`src/rtl/multi_target_firing.sv`:
```
// Shot-resolution unit: per-round shot budget, rectangle-overlap hit test against NBIRD birds.
// Optional post-shot lockout state enabled by defining MULTI_TARGET_FIRING_COOLDOWN_EN.
module multi_target_firing #(
    parameter int XW       = 8,
    parameter int YW       = 7,
    parameter int NBIRD    = 2,
    parameter int SHOTS    = 3,
    parameter int PW       = 3,
    parameter int BW       = 4,
    parameter int COOLDOWN = 4
) (
    input  logic                  clk,
    input  logic                  reset_n,
    input  logic                  fire,
    input  logic                  reload,
    input  logic [XW-1:0]         player_x,
    input  logic [YW-1:0]         player_y,
    input  logic [NBIRD*XW-1:0]   bird_x,
    input  logic [NBIRD*YW-1:0]   bird_y,
    input  logic [NBIRD-1:0]      bird_alive,
    output logic [3:0]            shots_left,
    output logic [NBIRD-1:0]      hit,
    output logic [NBIRD-1:0]      hit_mask,
    output logic                  round_done,
    output logic                  escape,
    output logic                  busy
);

    typedef enum logic [1:0] {IDLE, CHECK, COOL, EMPTY} state_t;

    localparam logic [3:0]  SHOTS_INIT = 4'(SHOTS);
    localparam logic [XW:0] PX_OFF     = (XW+1)'(PW - 1);
    localparam logic [XW:0] BX_OFF     = (XW+1)'(BW - 1);
    localparam logic [YW:0] PY_OFF     = (YW+1)'(PW - 1);
    localparam logic [YW:0] BY_OFF     = (YW+1)'(BW - 1);

    state_t               state_q;
    logic [3:0]           shots_q;
    logic [NBIRD-1:0]     hit_q, mask_q, alive_q;
    logic                 done_q, esc_q;
    logic [XW-1:0]        px_q;
    logic [YW-1:0]        py_q;
    logic [NBIRD*XW-1:0]  bx_q;
    logic [NBIRD*YW-1:0]  by_q;
    logic [NBIRD-1:0]     strike_d, mask_d;
    logic                 done_d, esc_d, accept;

    // One extra bit keeps the edge sums from wrapping at the screen border.
    function automatic logic ovl_x(input logic [XW-1:0] p, input logic [XW-1:0] b);
        return ({1'b0, p} <= {1'b0, b} + BX_OFF) && ({1'b0, b} <= {1'b0, p} + PX_OFF);
    endfunction

    function automatic logic ovl_y(input logic [YW-1:0] p, input logic [YW-1:0] b);
        return ({1'b0, p} <= {1'b0, b} + BY_OFF) && ({1'b0, b} <= {1'b0, p} + PY_OFF);
    endfunction

    assign accept = (state_q == IDLE) && fire && !reload && (shots_q != 4'd0);

    always_comb begin
        strike_d = '0;
        for (int i = 0; i < NBIRD; i++) begin
            strike_d[i] = alive_q[i] & ~mask_q[i]
                        & ovl_x(px_q, bx_q[i*XW +: XW])
                        & ovl_y(py_q, by_q[i*YW +: YW]);
        end
        mask_d = mask_q | strike_d;
        done_d = (alive_q != '0) && ((alive_q & ~mask_d) == '0);
        esc_d  = (shots_q == 4'd0) && ((alive_q & ~mask_d) != '0);
    end

    // Shot snapshot: bird inputs may move freely once the shot is taken.
    always_ff @(posedge clk) begin
        if (accept) begin
            px_q    <= player_x;
            py_q    <= player_y;
            bx_q    <= bird_x;
            by_q    <= bird_y;
            alive_q <= bird_alive;
        end
    end

`ifdef MULTI_TARGET_FIRING_COOLDOWN_EN
    logic [7:0] cnt_q;
`else
    logic unused_cfg;
    assign unused_cfg = ^8'(COOLDOWN);
`endif

    always_ff @(posedge clk or negedge reset_n) begin
        if (!reset_n) begin
            state_q <= IDLE;
            shots_q <= SHOTS_INIT;
            hit_q   <= '0;
            mask_q  <= '0;
            done_q  <= 1'b0;
            esc_q   <= 1'b0;
`ifdef MULTI_TARGET_FIRING_COOLDOWN_EN
            cnt_q   <= 8'd0;
`endif
        end else if (reload) begin
            state_q <= IDLE;
            shots_q <= SHOTS_INIT;
            hit_q   <= '0;
            mask_q  <= '0;
            done_q  <= 1'b0;
            esc_q   <= 1'b0;
`ifdef MULTI_TARGET_FIRING_COOLDOWN_EN
            cnt_q   <= 8'd0;
`endif
        end else begin
            hit_q <= '0;
            case (state_q)
                IDLE: begin
                    if (accept) begin
                        shots_q <= shots_q - 4'd1;
                        state_q <= CHECK;
                    end
                end
                CHECK: begin
                    hit_q  <= strike_d;
                    mask_q <= mask_d;
                    done_q <= done_q | done_d;
                    esc_q  <= esc_q | esc_d;
                    if (done_d || shots_q == 4'd0) begin
                        state_q <= EMPTY;
                    end else begin
`ifdef MULTI_TARGET_FIRING_COOLDOWN_EN
                        cnt_q   <= 8'(COOLDOWN - 1);
                        state_q <= COOL;
`else
                        state_q <= IDLE;
`endif
                    end
                end
`ifdef MULTI_TARGET_FIRING_COOLDOWN_EN
                COOL: begin
                    if (cnt_q == 8'd0) state_q <= IDLE;
                    else               cnt_q   <= cnt_q - 8'd1;
                end
`endif
                EMPTY: state_q <= EMPTY;
                default: state_q <= IDLE;
            endcase
        end
    end

    assign shots_left = shots_q;
    assign hit        = hit_q;
    assign hit_mask   = mask_q;
    assign round_done = done_q;
    assign escape     = esc_q;
    assign busy       = (state_q != IDLE);

endmodule

```
`config.mk`:
```
export PLATFORM = sky130hd
export DESIGN_NAME = multi_target_firing
export DESIGN_NICKNAME = d
export VERILOG_FILES = /design/src/rtl/multi_target_firing.sv
export SDC_FILE = /design/constraint.sdc
export NUM_CORES = 1
export LEC_CHECK = 0
export ABC_AREA = 1
export BUFFER_PORTS_ARGS = -buffer_cell sky130_fd_sc_hd__buf_2
export CORE_MARGIN = 2
export CORE_UTILIZATION = 45
export CTS_CLUSTER_DIAMETER = 120
export CTS_CLUSTER_SIZE = 8
export DETAILED_ROUTE_END_ITERATION = 10
export PLACE_DENSITY = 0.68
export SETUP_SLACK_MARGIN = 0.15
export SLEW_MARGIN = 20
export SYNTH_ARGS = -nofsm -noshare
export SYNTH_HDL_FRONTEND = slang
export SYNTH_SLANG_ARGS = --single-unit
```
`constraint.sdc`:
```
create_clock -name clk -period 6 [get_ports clk]
set_clock_uncertainty 0.2 [all_clocks]
set_input_delay 0.6 -clock clk [delete_from_list [all_inputs] [get_ports clk]]
set_output_delay 0.6 -clock clk [all_outputs]
set_load 0.01 [all_outputs]
```
Word level (Yosys, flattened, before mapping)
Cells that the tools add are included.

cells by class
  multiply operators = 0
  reductions and logical operators = 22
  multiplexer cells = 15
  magnitude comparators = 8
  $add $sub $neg = 7
  divide/modulo/power cells = 0
  shift-type cells = 0
  eq/ne operators = 3
  bitwise gates (word level) = 13

operator list
  kind                                                  count
  <= comparator 8 x 9 -> 1 bit                          4
  <= comparator 7 x 8 -> 1 bit                          4
  adder 8 x 2 -> 9 bit (second input constant)          3
  adder 7 x 2 -> 8 bit (second input constant)          3
  2-to-1 mux 2 bit                                      7
  2-to-1 mux 4 bit                                      3
  nonzero test 2 bit                                    6
  logical AND 1 bit                                     9
  AND 1 bit                                             6
  one-hot mux 2 bit (3 select lines)                    1
  zero test 2 bit                                       2
  zero test 4 bit                                       1
  2-to-1 mux 1 bit                                      4
  nonzero test 4 bit                                    1
  subtractor 4 x 1 -> 4 bit (second input constant)     1
  inequality test 3 bit (second input constant)         1
  AND 2 bit                                             1
  equality test 2 x 1 -> 1 bit (second input constant)  1
  equality test 2 bit (second input constant)           1
  inverter 1 bit                                        2
  inverter 2 bit                                        1
  OR 1 bit                                              2
  OR 2 bit                                              1
  AND reduction 2 bit                                   1
  other kinds (2)                                       2

storage, ports and cells
  latch bits = 0
  memory bits (read-only) = 0
  RAM bits = 0
  memories = 0
  output and inout bits = 11
  flip-flop bits (word level) = 59
  bits of input ports = 51

Longest topological paths before layout
Gate-level depths: netlist of the first run.

  depth after elaboration = 14
  depth in mapped cells = 22

Least setup slack after synthesis of the first run
No wires, ideal clock.

  kind = reg-to-reg
  start point = register shots_q[0], in the netlist shots_left[0]
  end point = register shots_q[2], in the netlist shots_left[2]
  slack = 3.192 ns
  buffers on the path = 0
  data required time = 5.672 ns
  cell stages (with the launch flop) = 11
  setup time = 0.128 ns
  period minus slack after synthesis = 2.808 ns
  arrival time = 2.480 ns
  cell sequence = dfstp_2 > inv_1 > ha_1 > inv_1 > nor3_1 > inv_1 > nand4_1 > inv_1 > nand3_1 > nand2_1 > nor2_1

between the ends
  cells in the longest elaborated chain, start to end = 4
  elaborated cells on any way between the ends = 8

RTL lines
  what                                  line  RTL
  from (decl)                           38    logic [3:0] shots_q;
  from (signal assigned)                115   shots_q <= shots_q - 4'd1;
  nonzero test 4 bit                    57    assign accept = (state_q == IDLE) && fire && !reload && (shots_q != 4'd0);
  logical AND 1 bit                     57
  via accept                            46    logic done_d, esc_d, accept;
  nonzero test 2 bit (no source line)   -
  AND reduction 2 bit (no source line)  -

The timed path passes the listed nets, and every way through them passes these cells. The select of a mux whose other input is x is not followed.
A chain may end at the register's enable or synchronous reset.

Final worst setup path of the first run
  start point = register bx_q[10]
  end point = register mask_q[1], in the netlist hit_mask[1]

between the ends
  cells in the longest elaborated chain, start to end = 8
  elaborated cells on any way between the ends = 9

RTL lines
  what                          line  RTL
  from (decl)                   43    logic [NBIRD*XW-1:0] bx_q;
  from (signal assigned)        76    bx_q <= bird_x;
  adder 8 x 2 -> 9 bit          50    return ({1'b0, p} <= {1'b0, b} + BX_OFF) && ({1'b0, b} <= {1'b0, p} + PX_OFF);
  <= comparator 8 x 9 -> 1 bit  50
  logical AND 1 bit (*)         50
  AND 1 bit (*)                 63    & ovl_x(px_q, bx_q[i*XW +: XW])
  AND 1 bit (*)                 64    & ovl_y(py_q, by_q[i*YW +: YW]);
  OR 2 bit (*)                  66    mask_d = mask_q | strike_d;
  2-to-1 mux 2 bit (*)          112   case (state_q)
  2-to-1 mux 2 bit (*)          100   end else if (reload) begin
  to (signal assigned)          121   mask_q <= mask_d;
  to (decl)                     39    logic [NBIRD-1:0] hit_q, mask_q, alive_q;

Mark *: on every way between the ends. The rest lies on a longest branch, timed or not. The select of a mux whose other input is x is not followed.

==> parameters.txt, run 1 <==
Parameter                              Value

Run status
  Status    complete, no violations

Setup path
  Critical path depth in cells    14
  Critical Path Sink Type    flip-flop
  Depth of the most critical reg-to-reg path    14
  Worst path top cell family by delay    simple AND/OR/NAND/NOR gates
  Cells traversed along the worst timing path    inv_1 -> a21oi_1 -> nand3_1 -> nand3b_1 -> xor2_1 -> ha_1 -> and3_1 -> nand3_1 -> nand2_1 -> inv_1 -> nand2_1 -> nand2_1 -> or3b_4 -> o21ai_2
  CP Data Arrival Time    slightly below 3 ns
  Slowest stage delay, CP    0.41 ns
  Most common cell on crit path    sky130_fd_sc_hd__nand2_1
  Path type of the worst setup path    reg -> reg
  Crit path buffers/inverters    2
  Maximum fanout count along the critical path    3
  Worst setup SP type    flip-flop
  Critical Path Slowest Stage Cell    sky130_fd_sc_hd__edfxtp_1
  Worst EP required    6.07 ns

Power and ir drop
  Power share of the clock group    approximately 29%
  Seq pwr share    48.4%
  Int Pwr    0.719 mW
  P_sw    approximately 0.32 mW
  Switching Fraction    31.0%
  Leak    2.40 nW
  Total power    between 1 and 1.5 mW
  Pwr dens    218 mW/mm²
  Worst-case vdd ir drop    roughly 0.00013 V
  Combinational share of power    22.6%

Clocking
  CTS hold repair buffers    1
  Register clock-pin slew on the reported worst setup and hold paths    0.07 ns
  CTS tree    built
  Deepest level of the CTS H-tree    3
  Skew-Pair Late Insertion Delay    between 0.3 and 0.4 ns
  Cell at the root of the clock tree    sky130_fd_sc_hd__clkbuf_8
  Maximum count of clock buffers along a single path    2
  Number of instances resized during post-cts repair    0
  Number of buffers created by CTS    9
  Number of setup buffers added after CTS    0
  Clk sinks    59

Floorplanning
  Core region area    0.00911 mm²
  Count of standard-cell rows    35
  Die footprint    about 0.010 mm²
  Die outline width    ~100 µm
  Vertical extent of the die    100 µm
  Num ports    62
  Initial core utilization    45.8%

Hold path
  Worst Hold Path Cells    1
  Hold Path Class    in -> reg

Route
  Number of DRC markers after the initial detailed-route iteration    111
  Routed len/inst    12.9 µm
  Via density    4.99
  DR vias    3255
  Routed Antenna Nets    0
  Number of search-and-repair iterations in the first detailed-routing pass    8
  Count of unresolved DRC violations after routing    0
  Routed WL    8440 µm

Yosys
  Area share of and/or/nand/nor cells after synthesis    around a fifth
  Yosys top cell area share    33.9%
  Adder-cell share of the synthesized area    20.1%
  Library cells used by synthesis    29
  Compound-Gate Fraction of Synth Area    4.11%
  Biggest area consumer among synthesized cells    sky130_fd_sc_hd__edfxtp_1
  Fraction of synthesized area in multiplexers    0%
  Instance count of the mapped netlist    464
  Number of synthesized register bits    59
  Dominant combinational cell family by area after synthesis    simple AND/OR/NAND/NOR gates
  Count of warnings emitted by yosys    0
  Synth Area in XOR/XNOR    6.51%
  Netlist Area Pre-Place    ~0.0042 mm²
  Leading register cell type out of synthesis    sky130_fd_sc_hd__edfxtp_1
  Fraction of the yosys area taken by sequential cells    41.1%
  Most area-consuming cells after synthesis    sky130_fd_sc_hd__edfxtp_1 34%, sky130_fd_sc_hd__ha_1 20%, sky130_fd_sc_hd__nand2_1 10%
  EDFF count, synth    47
  Share of flip-flops with an asynchronous set or reset after synthesis    between 20% and 30%
  Mean cell area of the mapped netlist    8.98 µm²
  Net Count, Synth    just under 600

GRT
  Largest net degree at the start of global routing    51
  Global route total overflow    0
  Met3 GRT Util    3.06%
  Global router's overall resource usage    18.1%
  Antenna violations before repair    0
  Number of global-route vias before repair    3355
  Met1 Usage GRT    19.9%
  Met2 Usage GRT    33.4%
  Most Used Layer, Global Route    met2
  First-pass GRT wire length    14300 µm

Finish
  Ratio of cells with drive above 1 in the final layout    15.5%
  Layout net count    654
  Filler cell count in the final layout    861
  Area Overhead vs Synth    14.6%
  Number of antenna cells inserted    0

Timing
  Maximum achievable frequency    349 MHz
  Portion of the clock cycle consumed by the worst path in the final layout    47.8%
  Max-slew violations    0
  Count of endpoints failing hold in the final timing report    0
  Final setup fails    0
  Worst-Margin Slew    1.02 ns
  Setup TNS    0 ns
  Shortest clock period the worst path allows after layout    2.87 ns
  Setup repair after global routing missed its margin    no
  Worst max-slew margin expressed relative to the limit    31.9%

Place
  Final weighted congestion in routability-driven placement    0.848
  Count of buffers from port buffering    61
  Half-perimeter wire length after placement    about 6700 µm

Flow run
  Total of max-cap violations    0
## synthesized netlist by cell type (2+ instances only)
cell type / number
sky130_fd_sc_hd__nand2_1: 112
sky130_fd_sc_hd__inv_1: 78
sky130_fd_sc_hd__ha_1: 67
sky130_fd_sc_hd__edfxtp_1: 47
sky130_fd_sc_hd__nand3_1: 33
sky130_fd_sc_hd__nor2_1: 21
sky130_fd_sc_hd__xor2_1: 21
sky130_fd_sc_hd__a21oi_1: 16
sky130_fd_sc_hd__dfrtp_1: 10
sky130_fd_sc_hd__xnor2_1: 10
sky130_fd_sc_hd__nand4_1: 9
sky130_fd_sc_hd__o21ai_0: 8
sky130_fd_sc_hd__nand3b_1: 6
sky130_fd_sc_hd__and3_1: 5
sky130_fd_sc_hd__nor3_1: 4
sky130_fd_sc_hd__a21o_1: 2
sky130_fd_sc_hd__dfstp_2: 2
sky130_fd_sc_hd__o21a_1: 2
## cell families (layout without fill, tap and decap cells)
family / count (synthesis) / in the layout
AND/OR/NAND/NOR: 197 / 197
buffers and inverters: 79 / 156
XOR/XNOR: 31 / 31
flip-flops: 59 / 59
adder cells (fa/ha/maj): 67 / 67
AO/OA/AOI/OAI: 31 / 31
## layout by cell type (no fill, tap or decap), drive strengths merged
master and n:
a21o 2, a21oi 16, and3 5, buf 61
clkbuf 9, clkinv 6, clkinvlp 1, dfrtp 10
dfstp 2, dlygate4sd3 1, edfxtp 47, ha 67
inv 78, nand2 113, nand2b 1, nand3 34
nand3b 6, nand4 9, nor2 23, nor3 4
nor3b 1, o21a 2, o21ai 10, o21bai 1
or3b 1, xnor2 10, xor2 21
## metrics by stage
stage / area, µm² / cells / util (%) / hold slack [ns] / setup WS [ns]
2_1_floorplan: 4170 / 464 / - / 0.104 / 3.19
3_3_place_gp: 4610 / 635 / 50.6 / 0.287 / 3.28
3_5_place_dp: 4610 / 635 / 50.6 / 0.294 / 3.22
4_1_cts: 4780 / 652 / 52.4 / 0.216 / 3.20
5_1_grt: 4780 / 652 / 52.4 / 0.216 / 2.89
6_report: 4780 / 652 / 52.4 / 0.237 / 3.13
## power groups by stage
stage | logic (mW) | registers [mW] | clock network, mW
after detailed placement | 0.236 | 0.512 | 0
after floorplan | 0.170 | 0.505 | 0
after global routing | 0.278 | 0.508 | 0.331
after CTS | 0.238 | 0.504 | 0.313
after global placement | 0.225 | 0.512 | 0
final | 0.235 | 0.504 | 0.302
## sequential cells by signal (all words and copies together) (netlist names)
register	cells
state_q	2
px_q	8
py_q	7
hit	2
hit_mask	2
escape	1
round_done	1
alive_q	2
shots_left	4
by_q	14
bx_q	16
## path summary, 6_finish.rpt
| kind | slack (ns) | to | start |
|---|---|---|---|
| max in group asynchronous | 4.83 | shots_left[0]$_DFFE_PN1P_ | reset_n |
| hold / removal | 0.24 | bx_q[6]$_DFFE_PP_ | bird_x[6] |
| setup / recovery | 3.13 | hit_mask[1]$_DFFE_PN0P_ | bx_q[10]$_DFFE_PP_ |
| setup reg to reg | 3.13 | hit_mask[1]$_DFFE_PN0P_ | bx_q[10]$_DFFE_PP_ |
| hold reg to reg | 0.31 | round_done$_DFFE_PN0P_ | round_done$_DFFE_PN0P_ |
| min in group asynchronous | 0.48 | state_q[0]$_DFFE_PN0P_ | reset_n |
## cell type report
class / count / area (µm²) / area share (%)
clock inverters: 7 / 35.0 / 0.733
inverters: 78 / 293 / 6.13
repair buffers: 62 / 315 / 6.60
clock buffers: 9 / 124 / 2.59
multi-input cells: 326 / 2160 / 45.2
flip-flops and latches: 59 / 1710 / 35.9
well taps: 111 / 139 / 2.91
## per-layer routing
metal	wire, µm	vias to the layer above	part of all wire, %
met4	235	0	2.8
met1	3530	1500	42
met5	0	-	0
li1	-	1678	-
met2	4440	55	53
met3	239	22	2.8
(Power assumes the default switching activity.)
==> inputs of run 2 (changes only) <==
==> constraint.sdc (replaced) <==
create_clock -name clk -period 2.8 [get_ports clk]
set_clock_uncertainty 0.2 [all_clocks]
set_input_delay 0.28 -clock clk [delete_from_list [all_inputs] [get_ports clk]]
set_output_delay 0.28 -clock clk [all_outputs]
set_load 0.01 [all_outputs]
==> parameters.txt, run 2 (synthesized netlist as in run 1, its figures left out) <==
Parameter                              Value

Run status
  Status    complete, no violations (unchanged)

GRT
  Global router's overall resource usage    19.4% (was 18.1%)
  Largest net degree at the start of global routing    27 (was 51)
  Antenna violations before repair    0 (unchanged)
  Number of global-route vias before repair    3668 (was 3355)
  Global route total overflow    0 (unchanged)
  First-pass GRT wire length    15400 µm (was 14300 µm)

Finish
  Finished Layout Cells    725 (was 652)
  Final design instance area without fill    0.00576 mm² (was 0.00478 mm²)
  Most common library cell in the layout ignoring fill and taps    sky130_fd_sc_hd__nand2_1 (unchanged)
  Regs by FF count    bx_q x16, by_q x14, px_q x8 (unchanged)
  Layout net count    727 (was 654)
  Ratio of cells with drive above 1 in the final layout    27.2% (was 15.5%)
  Area Overhead vs Synth    38.2% (was 14.6%)
  Number of antenna cells inserted    0 (unchanged)
  Register with the most flip-flops    bx_q (unchanged)
  Post-layout util    63.2% (was 52.4%)
  Most frequent cells in the layout    99 x sky130_fd_sc_hd__nand2_1, 67 x sky130_fd_sc_hd__inv_1, 61 x sky130_fd_sc_hd__ha_1, 61 x sky130_fd_sc_hd__buf_2, 49 x sky130_fd_sc_hd__dlygate4sd3_1 (was 112 x sky130_fd_sc_hd__nand2_1, 77 x sky130_fd_sc_hd__inv_1, 67 x sky130_fd_sc_hd__ha_1)
  Flip-flop count of the largest register, all copies and words added    16 (unchanged)

Timing
  Shortest clock period the worst path allows after layout    2.69 ns (was 2.87 ns)
  Count of endpoints failing hold in the final timing report    0 (unchanged)
  Portion of the clock cycle consumed by the worst path in the final layout    95.9% (was 47.8%)
  Setup repair after global routing missed its margin    yes (was no)
  Max-slew violations    0 (unchanged)
  Maximum achievable frequency    372 MHz (was 349 MHz)
  Worst max-slew margin expressed relative to the limit    76.8% (was 31.9%)
  Worst-Margin Slew    0.347 ns (was 1.02 ns)
  Final setup fails    0 (unchanged)

Place
  Final weighted congestion in routability-driven placement    0.852 (was 0.848)
  Dpl cells    643 (was 635)
  Half-perimeter wire length after placement    6920 µm (was 6730 µm)
  Instance area after placement    0.00467 mm² (was 0.00461 mm²)
  Count of buffers from port buffering    61 (unchanged)

Setup path
  Crit path buffers/inverters    4 (was 2)
  Depth of the most critical reg-to-reg path    16 (was 14)
  Worst path top cell family by delay    simple AND/OR/NAND/NOR gates (unchanged)
  Critical Path Sink Type    flip-flop (unchanged)
  Register-to-register path setup slack    0.11 ns (was 3.13 ns)
  Path type of the worst setup path    reg -> reg (unchanged)
  Maximum fanout count along the critical path    3 (unchanged)
  Most common cell on crit path    sky130_fd_sc_hd__nand2_2 (was sky130_fd_sc_hd__nand2_1)
  Worst EP required    2.88 ns (was 6.07 ns)
  CP Data Arrival Time    2.76 ns (was 2.93 ns)
  Reg2reg end    hit_mask[1]$_DFFE_PN0P_ (unchanged)
  Cells traversed along the worst timing path    inv_2 -> ha_2 -> inv_2 -> nand3_2 -> xnor2_2 -> inv_1 -> ha_4 -> nand2_2 -> nor2_4 -> nand4_1 -> nand2_1 -> inv_1 -> nand2_2 -> nand2_2 -> or3b_4 -> o21ai_2 (was inv_1 -> a21oi_1 -> nand3_1 -> nand3b_1 -> xor2_1 -> ha_1 -> and3_1 -> nand3_1 -> nand2_1 -> inv_1 -> nand2_1 -> nand2_1 -> or3b_4 -> o21ai_2)
  Worst setup SP type    flip-flop (unchanged)
  Slowest stage delay, CP    0.42 ns (was 0.41 ns)
  Reg2Reg Launch Point    by_q[7]$_DFFE_PP_ (was bx_q[10]$_DFFE_PP_)
  Critical Path Slowest Stage Cell    sky130_fd_sc_hd__edfxtp_1 (unchanged)

Power and ir drop
  Total power    2.63 mW (was 1.04 mW)
  Pwr dens    457 mW/mm² (was 218 mW/mm²)
  Leak    2.77 nW (was 2.40 nW)
  Worst-case vdd ir drop    0.000331 V (was 0.000132 V)

Hold path
  Hold Path Class    in -> async (was in -> reg)

Route
  Routed Antenna Nets    0 (unchanged)
  Routed WL    9670 µm (was 8440 µm)
  Number of DRC markers after the initial detailed-route iteration    115 (was 111)
  Number of search-and-repair iterations in the first detailed-routing pass    4 (was 8)
  Count of unresolved DRC violations after routing    0 (unchanged)
  Routed len/inst    13.3 µm (was 12.9 µm)
  DR vias    3599 (was 3255)
  Via density    4.96 (was 4.99)

Floorplanning
  Initial core utilization    45.8% (unchanged)
  Count of standard-cell rows    35 (unchanged)
  Vertical extent of the die    100 µm (unchanged)
  Die outline width    100 µm (unchanged)
  Die footprint    0.0100 mm² (unchanged)
  Core region area    0.00911 mm² (unchanged)
  Num ports    62 (unchanged)

Clocking
  Clk sinks    59 (unchanged)
  Maximum count of clock buffers along a single path    2 (unchanged)
  Deepest level of the CTS H-tree    3 (unchanged)
  CTS tree    built (unchanged)
  Register clock-pin slew on the reported worst setup and hold paths    0.09 ns (was 0.07 ns)
  Cell at the root of the clock tree    sky130_fd_sc_hd__clkbuf_8 (unchanged)
  Number of buffers created by CTS    9 (unchanged)
  Skew-Pair Late Insertion Delay    0.35 ns (was 0.33 ns)

Flow run
  Total of max-cap violations    0 (unchanged)
==> run 2: cell types whose count changed in the layout (fill, tap and decap cells not counted), moves of 8 or more <==
cell	previous run	this run
sky130_fd_sc_hd__dlygate4sd3_1	1	49
sky130_fd_sc_hd__buf_4	0	24
sky130_fd_sc_hd__inv_1	77	67
sky130_fd_sc_hd__nand2_1	112	99
sky130_fd_sc_hd__inv_2	1	10
sky130_fd_sc_hd__nand3_1	33	24
sky130_fd_sc_hd__nand3_2	1	9
sky130_fd_sc_hd__nand2_2	1	14
==> run 2: worst max path at each step <==
stage	from	to	slack [ns]	cells past startpoint
6_report	by_q[7]$_DFFE_PP_	hit_mask[1]$_DFFE_PN0P_	0.11	16
2_1_floorplan	bx_q[10]$_DFFE_PP_	hit_mask[1]$_DFFE_PN0P_	0.33	14
3_3_place_gp	bx_q[2]$_DFFE_PP_	state_q[1]$_DFFE_PN0P_	0.10	17
4_1_cts	by_q[7]$_DFFE_PP_	hit_mask[1]$_DFFE_PN0P_	0.15	16
3_5_place_dp	bx_q[0]$_DFFE_PP_	state_q[0]$_DFFE_PN0P_	0.02	18
5_1_grt	py_q[2]$_DFFE_PP_	escape$_DFFE_PN0P_	-0.03	15
==> run 2: through the flow <==
| stage | setup TNS (ns) | hold WS [ns] | worst slack (ns) |
|---|---|---|---|
| 3_3_place_gp | 0 | -0.0290 | 0.102 |
| 2_1_floorplan | 0 | -0.216 | 0.334 |
| 4_1_cts | 0 | 0.123 | 0.150 |
| 6_report | 0 | 0.132 | 0.115 |
| 5_1_grt | -0.0633 | 0.140 | -0.0254 |
| 3_5_place_dp | 0 | -0.0288 | 0.0232 |
==> run 2: layout make-up <==
type                            instances  area [µm²]
Clock buffer                           11         141
Clock inverter                          5        76.3
Fill cell                             752        3350
Inverter                               78         297
Multi-Input combinational cell        326        2400
Sequential cell                        59        1710
Tap cell                              111         139
Timing Repair Buffer                  135         987
==> run 2: report_power, final <==
| part | internal (mW) | leakage (nW) | total (mW) | switching, mW |
|---|---|---|---|---|
| sequential | 1.02 | 0.595 | 1.07 | 0.0562 |
| clock | 0.522 | 0.107 | 0.883 | 0.361 |
| combinational | 0.314 | 2.06 | 0.674 | 0.360 |
==> run 2: per-layer routing <==
layer	vias to the layer above	track usage, %	part of all wire (%)
li1	1827	-	-
met1	1667	20.3	41
met2	83	37.5	54
met3	22	4.18	3.0
met4	0	7.27	2.4
met5	-	0	0
==> run 2: timing repair <==
item,CTS,global route
pin swaps,9,26
endpoints found under the hold margin,61,0
endpoints found under the setup margin,6,7
setup buffers,4,13
hold buffers,49,0
gates resized for setup,15,52
==> inputs of run 3 (changes only) <==
--- a/config.mk
+++ b/config.mk
@@ -7,6 +7,7 @@
 export LEC_CHECK = 0
 export ABC_AREA = 1
 export BUFFER_PORTS_ARGS = -buffer_cell sky130_fd_sc_hd__buf_2
+export CORE_ASPECT_RATIO = 0.6
 export CORE_MARGIN = 2
 export CORE_UTILIZATION = 45
 export CTS_CLUSTER_DIAMETER = 120
==> parameters.txt, run 3 (synthesized netlist as in run 1, its figures left out) <==
Parameter                              Value

Power and ir drop
  Int Pwr    2.03 mW (was 1.85 mW)
  Seq pwr share    37.4% (was 40.8%)
  Power share of the clock group    38.6% (was 33.6%)
  Combinational share of power    23.9% (was 25.6%)
  Switching Fraction    29.8% (was 29.5%)
  Total power    2.90 mW (was 2.63 mW)
  Pwr dens    491 mW/mm² (was 457 mW/mm²)
  Worst-case vdd ir drop    0.000293 V (was 0.000331 V)
  Leak    2.84 nW (was 2.77 nW)
  P_sw    0.865 mW (was 0.777 mW)

Place
  Dpl cells    648 (was 643)
  Half-perimeter wire length after placement    7520 µm (was 6920 µm)
  Count of buffers from port buffering    61 (unchanged)
  Final weighted congestion in routability-driven placement    0.932 (was 0.852)
  Instance area after placement    0.00469 mm² (was 0.00467 mm²)

Clocking
  Cell at the root of the clock tree    sky130_fd_sc_hd__clkbuf_16 (was sky130_fd_sc_hd__clkbuf_8)
  Deepest level of the CTS H-tree    3 (unchanged)
  Skew-Pair Late Insertion Delay    0.34 ns (was 0.35 ns)
  Clk sinks    59 (unchanged)
  CTS tree    built (unchanged)
  Register clock-pin slew on the reported worst setup and hold paths    0.06 ns (was 0.09 ns)
  Number of buffers created by CTS    9 (unchanged)
  Maximum count of clock buffers along a single path    2 (unchanged)

Timing
  Portion of the clock cycle consumed by the worst path in the final layout    94.9% (was 95.9%)
  Maximum achievable frequency    376 MHz (was 372 MHz)
  Final setup fails    0 (unchanged)
  Setup TNS    0 ns (unchanged)
  Shortest clock period the worst path allows after layout    2.66 ns (was 2.69 ns)
  Worst-Margin Slew    0.370 ns (was 0.347 ns)
  Count of endpoints failing hold in the final timing report    0 (unchanged)
  Setup repair after global routing missed its margin    yes (unchanged)
  Max-slew violations    0 (unchanged)
  Worst max-slew margin expressed relative to the limit    75.3% (was 76.8%)

Finish
  Flip-flop count of the largest register, all copies and words added    16 (unchanged)
  Most frequent cells in the layout    99 x sky130_fd_sc_hd__nand2_1, 68 x sky130_fd_sc_hd__inv_1, 61 x sky130_fd_sc_hd__ha_1, 61 x sky130_fd_sc_hd__buf_2, 49 x sky130_fd_sc_hd__dlygate4sd3_1 (was 99 x sky130_fd_sc_hd__nand2_1, 67 x sky130_fd_sc_hd__inv_1, 61 x sky130_fd_sc_hd__ha_1, 61 x sky130_fd_sc_hd__buf_2, 49 x sky130_fd_sc_hd__dlygate4sd3_1)
  Filler cell count in the final layout    697 (was 752)
  Post-layout util    65.0% (was 63.2%)
  Final design instance area without fill    0.00591 mm² (was 0.00576 mm²)
  Number of antenna cells inserted    0 (unchanged)
  Finished Layout Cells    732 (was 725)
  Area Overhead vs Synth    41.7% (was 38.2%)
  Layout net count    729 (was 727)
  Ratio of cells with drive above 1 in the final layout    28.6% (was 27.2%)
  Most common library cell in the layout ignoring fill and taps    sky130_fd_sc_hd__nand2_1 (unchanged)
  Regs by FF count    bx_q x16, by_q x14, px_q x8 (unchanged)
  Register with the most flip-flops    bx_q (unchanged)

Floorplanning
  Vertical extent of the die    78.5 µm (was 100 µm)
  Die footprint    0.0101 mm² (was 0.0100 mm²)
  Core region area    0.00909 mm² (was 0.00911 mm²)
  Die outline width    128 µm (was 100 µm)
  Count of standard-cell rows    27 (was 35)
  Initial core utilization    45.9% (was 45.8%)
  Num ports    62 (unchanged)

Setup path
  Worst setup path startpoint    bx_q[10]$_DFFE_PP_ (was by_q[7]$_DFFE_PP_)
  CP Data Arrival Time    2.73 ns (was 2.76 ns)
  Worst EP required    2.87 ns (was 2.88 ns)
  Maximum fanout count along the critical path    2 (was 3)
  Register-to-register path setup slack    0.14 ns (was 0.11 ns)
  Worst setup SP type    flip-flop (unchanged)
  Critical Path Sink Type    flip-flop (unchanged)
  Critical path destination    hit_mask[1]$_DFFE_PN0P_ (unchanged)
  Depth of the most critical reg-to-reg path    14 (was 16)
  Reg2reg end    hit_mask[1]$_DFFE_PN0P_ (unchanged)
  Path type of the worst setup path    reg -> reg (unchanged)
  Reg2Reg Launch Point    bx_q[10]$_DFFE_PP_ (was by_q[7]$_DFFE_PP_)

Route
  Routed len/inst    14.7 µm (was 13.3 µm)
  DR vias    3692 (was 3599)
  Routed WL    10800 µm (was 9670 µm)
  Number of search-and-repair iterations in the first detailed-routing pass    4 (unchanged)
  Number of DRC markers after the initial detailed-route iteration    312 (was 115)
  Count of unresolved DRC violations after routing    0 (unchanged)
  Via density    5.04 (was 4.96)
  Routed Antenna Nets    0 (unchanged)

GRT
  First-pass GRT wire length    16400 µm (was 15400 µm)
  Antenna violations before repair    0 (unchanged)
  Global route total overflow    0 (unchanged)
  Global router's overall resource usage    21.4% (was 19.4%)
  Largest net degree at the start of global routing    51 (was 27)
  Number of global-route vias before repair    3380 (was 3668)

Hold path
  Hold Path Class    in -> async (unchanged)

Run status
  Status    complete, no violations (unchanged)

Flow run
  Total of max-cap violations    0 (unchanged)
## run 3: changes by cell type in the layout (fill, tap and decap cells not counted), moves of 3 or more
| cell | change |
|---|---|
| sky130_fd_sc_hd__clkbuf_16 | +9 |
| sky130_fd_sc_hd__xnor2_1 | -3 |
| sky130_fd_sc_hd__clkbuf_8 | -10 |
| sky130_fd_sc_hd__xnor2_2 | +3 |
| sky130_fd_sc_hd__a21oi_2 | +3 |
## run 3: metrics by stage
step / hold WS [ns] / setup WS (ns)
5_1_grt: 0.178 / -0.0525
6_report: 0.139 / 0.142
4_1_cts: 0.148 / 0.163
2_1_floorplan: -0.216 / 0.334
3_5_place_dp: -0.0242 / 0.0436
3_3_place_gp: -0.0264 / 0.148
## run 3: worst min-delay path by stage
| stage | start | end | slack, ns | cells after the start |
|---|---|---|---|---|
| floorplan | reset_n | escape$_DFFE_PN0P_ | -0.22 | 0 |
| global placement | reset_n | shots_left[2]$_DFFE_PN0P_ | -0.03 | 1 |
| detailed placement | reset_n | shots_left[2]$_DFFE_PN0P_ | -0.02 | 1 |
| CTS | reset_n | state_q[1]$_DFFE_PN0P_ | 0.15 | 2 |
| global route | reset_n | shots_left[2]$_DFFE_PN0P_ | 0.18 | 2 |
| finish | reset_n | state_q[1]$_DFFE_PN0P_ | 0.14 | 2 |
## run 3: cell type report
cell class	count	area [µm²]	area share (%)
Clock buffer	9	225	3.81
Clock inverter	7	75.1	1.27
Inverter	78	297	5.02
Multi-Input combinational cell	326	2430	41.1
Sequential cell	59	1710	29.0
Tap cell	116	145	2.46
Timing Repair Buffer	137	1020	17.3
## run 3: power by group through the flow
stage          Clock (mW)  Sequential (mW)  Combinational [mW]
2_1_floorplan           0             1.08               0.366
3_3_place_gp            0             1.09               0.506
5_1_grt              1.19             1.09               0.786
4_1_cts              1.14             1.08               0.604
3_5_place_dp            0             1.10               0.531
6_report             1.12             1.08               0.694
## run 3: repair_timing
action | 4_1_cts | 5_1_grt
hold endpoints to repair | 61 | 0
hold buffers | 49 | 0
gates cloned | 0 | 0
resized for setup | 10 | 65
buffers inserted | 6 | 13
setup endpoints to repair | 6 | 7
pin swaps | 3 | 48
## run 3: metal layers
metal	global-route usage, %	part of all wire [%]
met4	6.48	1.0
met3	5.11	7.2
met2	31.6	43
met5	0	0
met1	31.1	49
## run 3: worst max-delay path: stages, from the launching register on
cell	delay (ns)
sky130_fd_sc_hd__edfxtp_1	0.36
sky130_fd_sc_hd__inv_1	0.10
sky130_fd_sc_hd__a21oi_2	0.15
sky130_fd_sc_hd__nand3_1	0.11
sky130_fd_sc_hd__nand3b_1	0.19
sky130_fd_sc_hd__xor2_1	0.16
sky130_fd_sc_hd__ha_1	0.32
sky130_fd_sc_hd__and3_4	0.20
sky130_fd_sc_hd__nand3_2	0.06
sky130_fd_sc_hd__nand2_1	0.06
sky130_fd_sc_hd__inv_1	0.04
sky130_fd_sc_hd__nand2_2	0.07
sky130_fd_sc_hd__nand2_4	0.06
sky130_fd_sc_hd__or3b_4	0.40
sky130_fd_sc_hd__o21ai_2	0.12
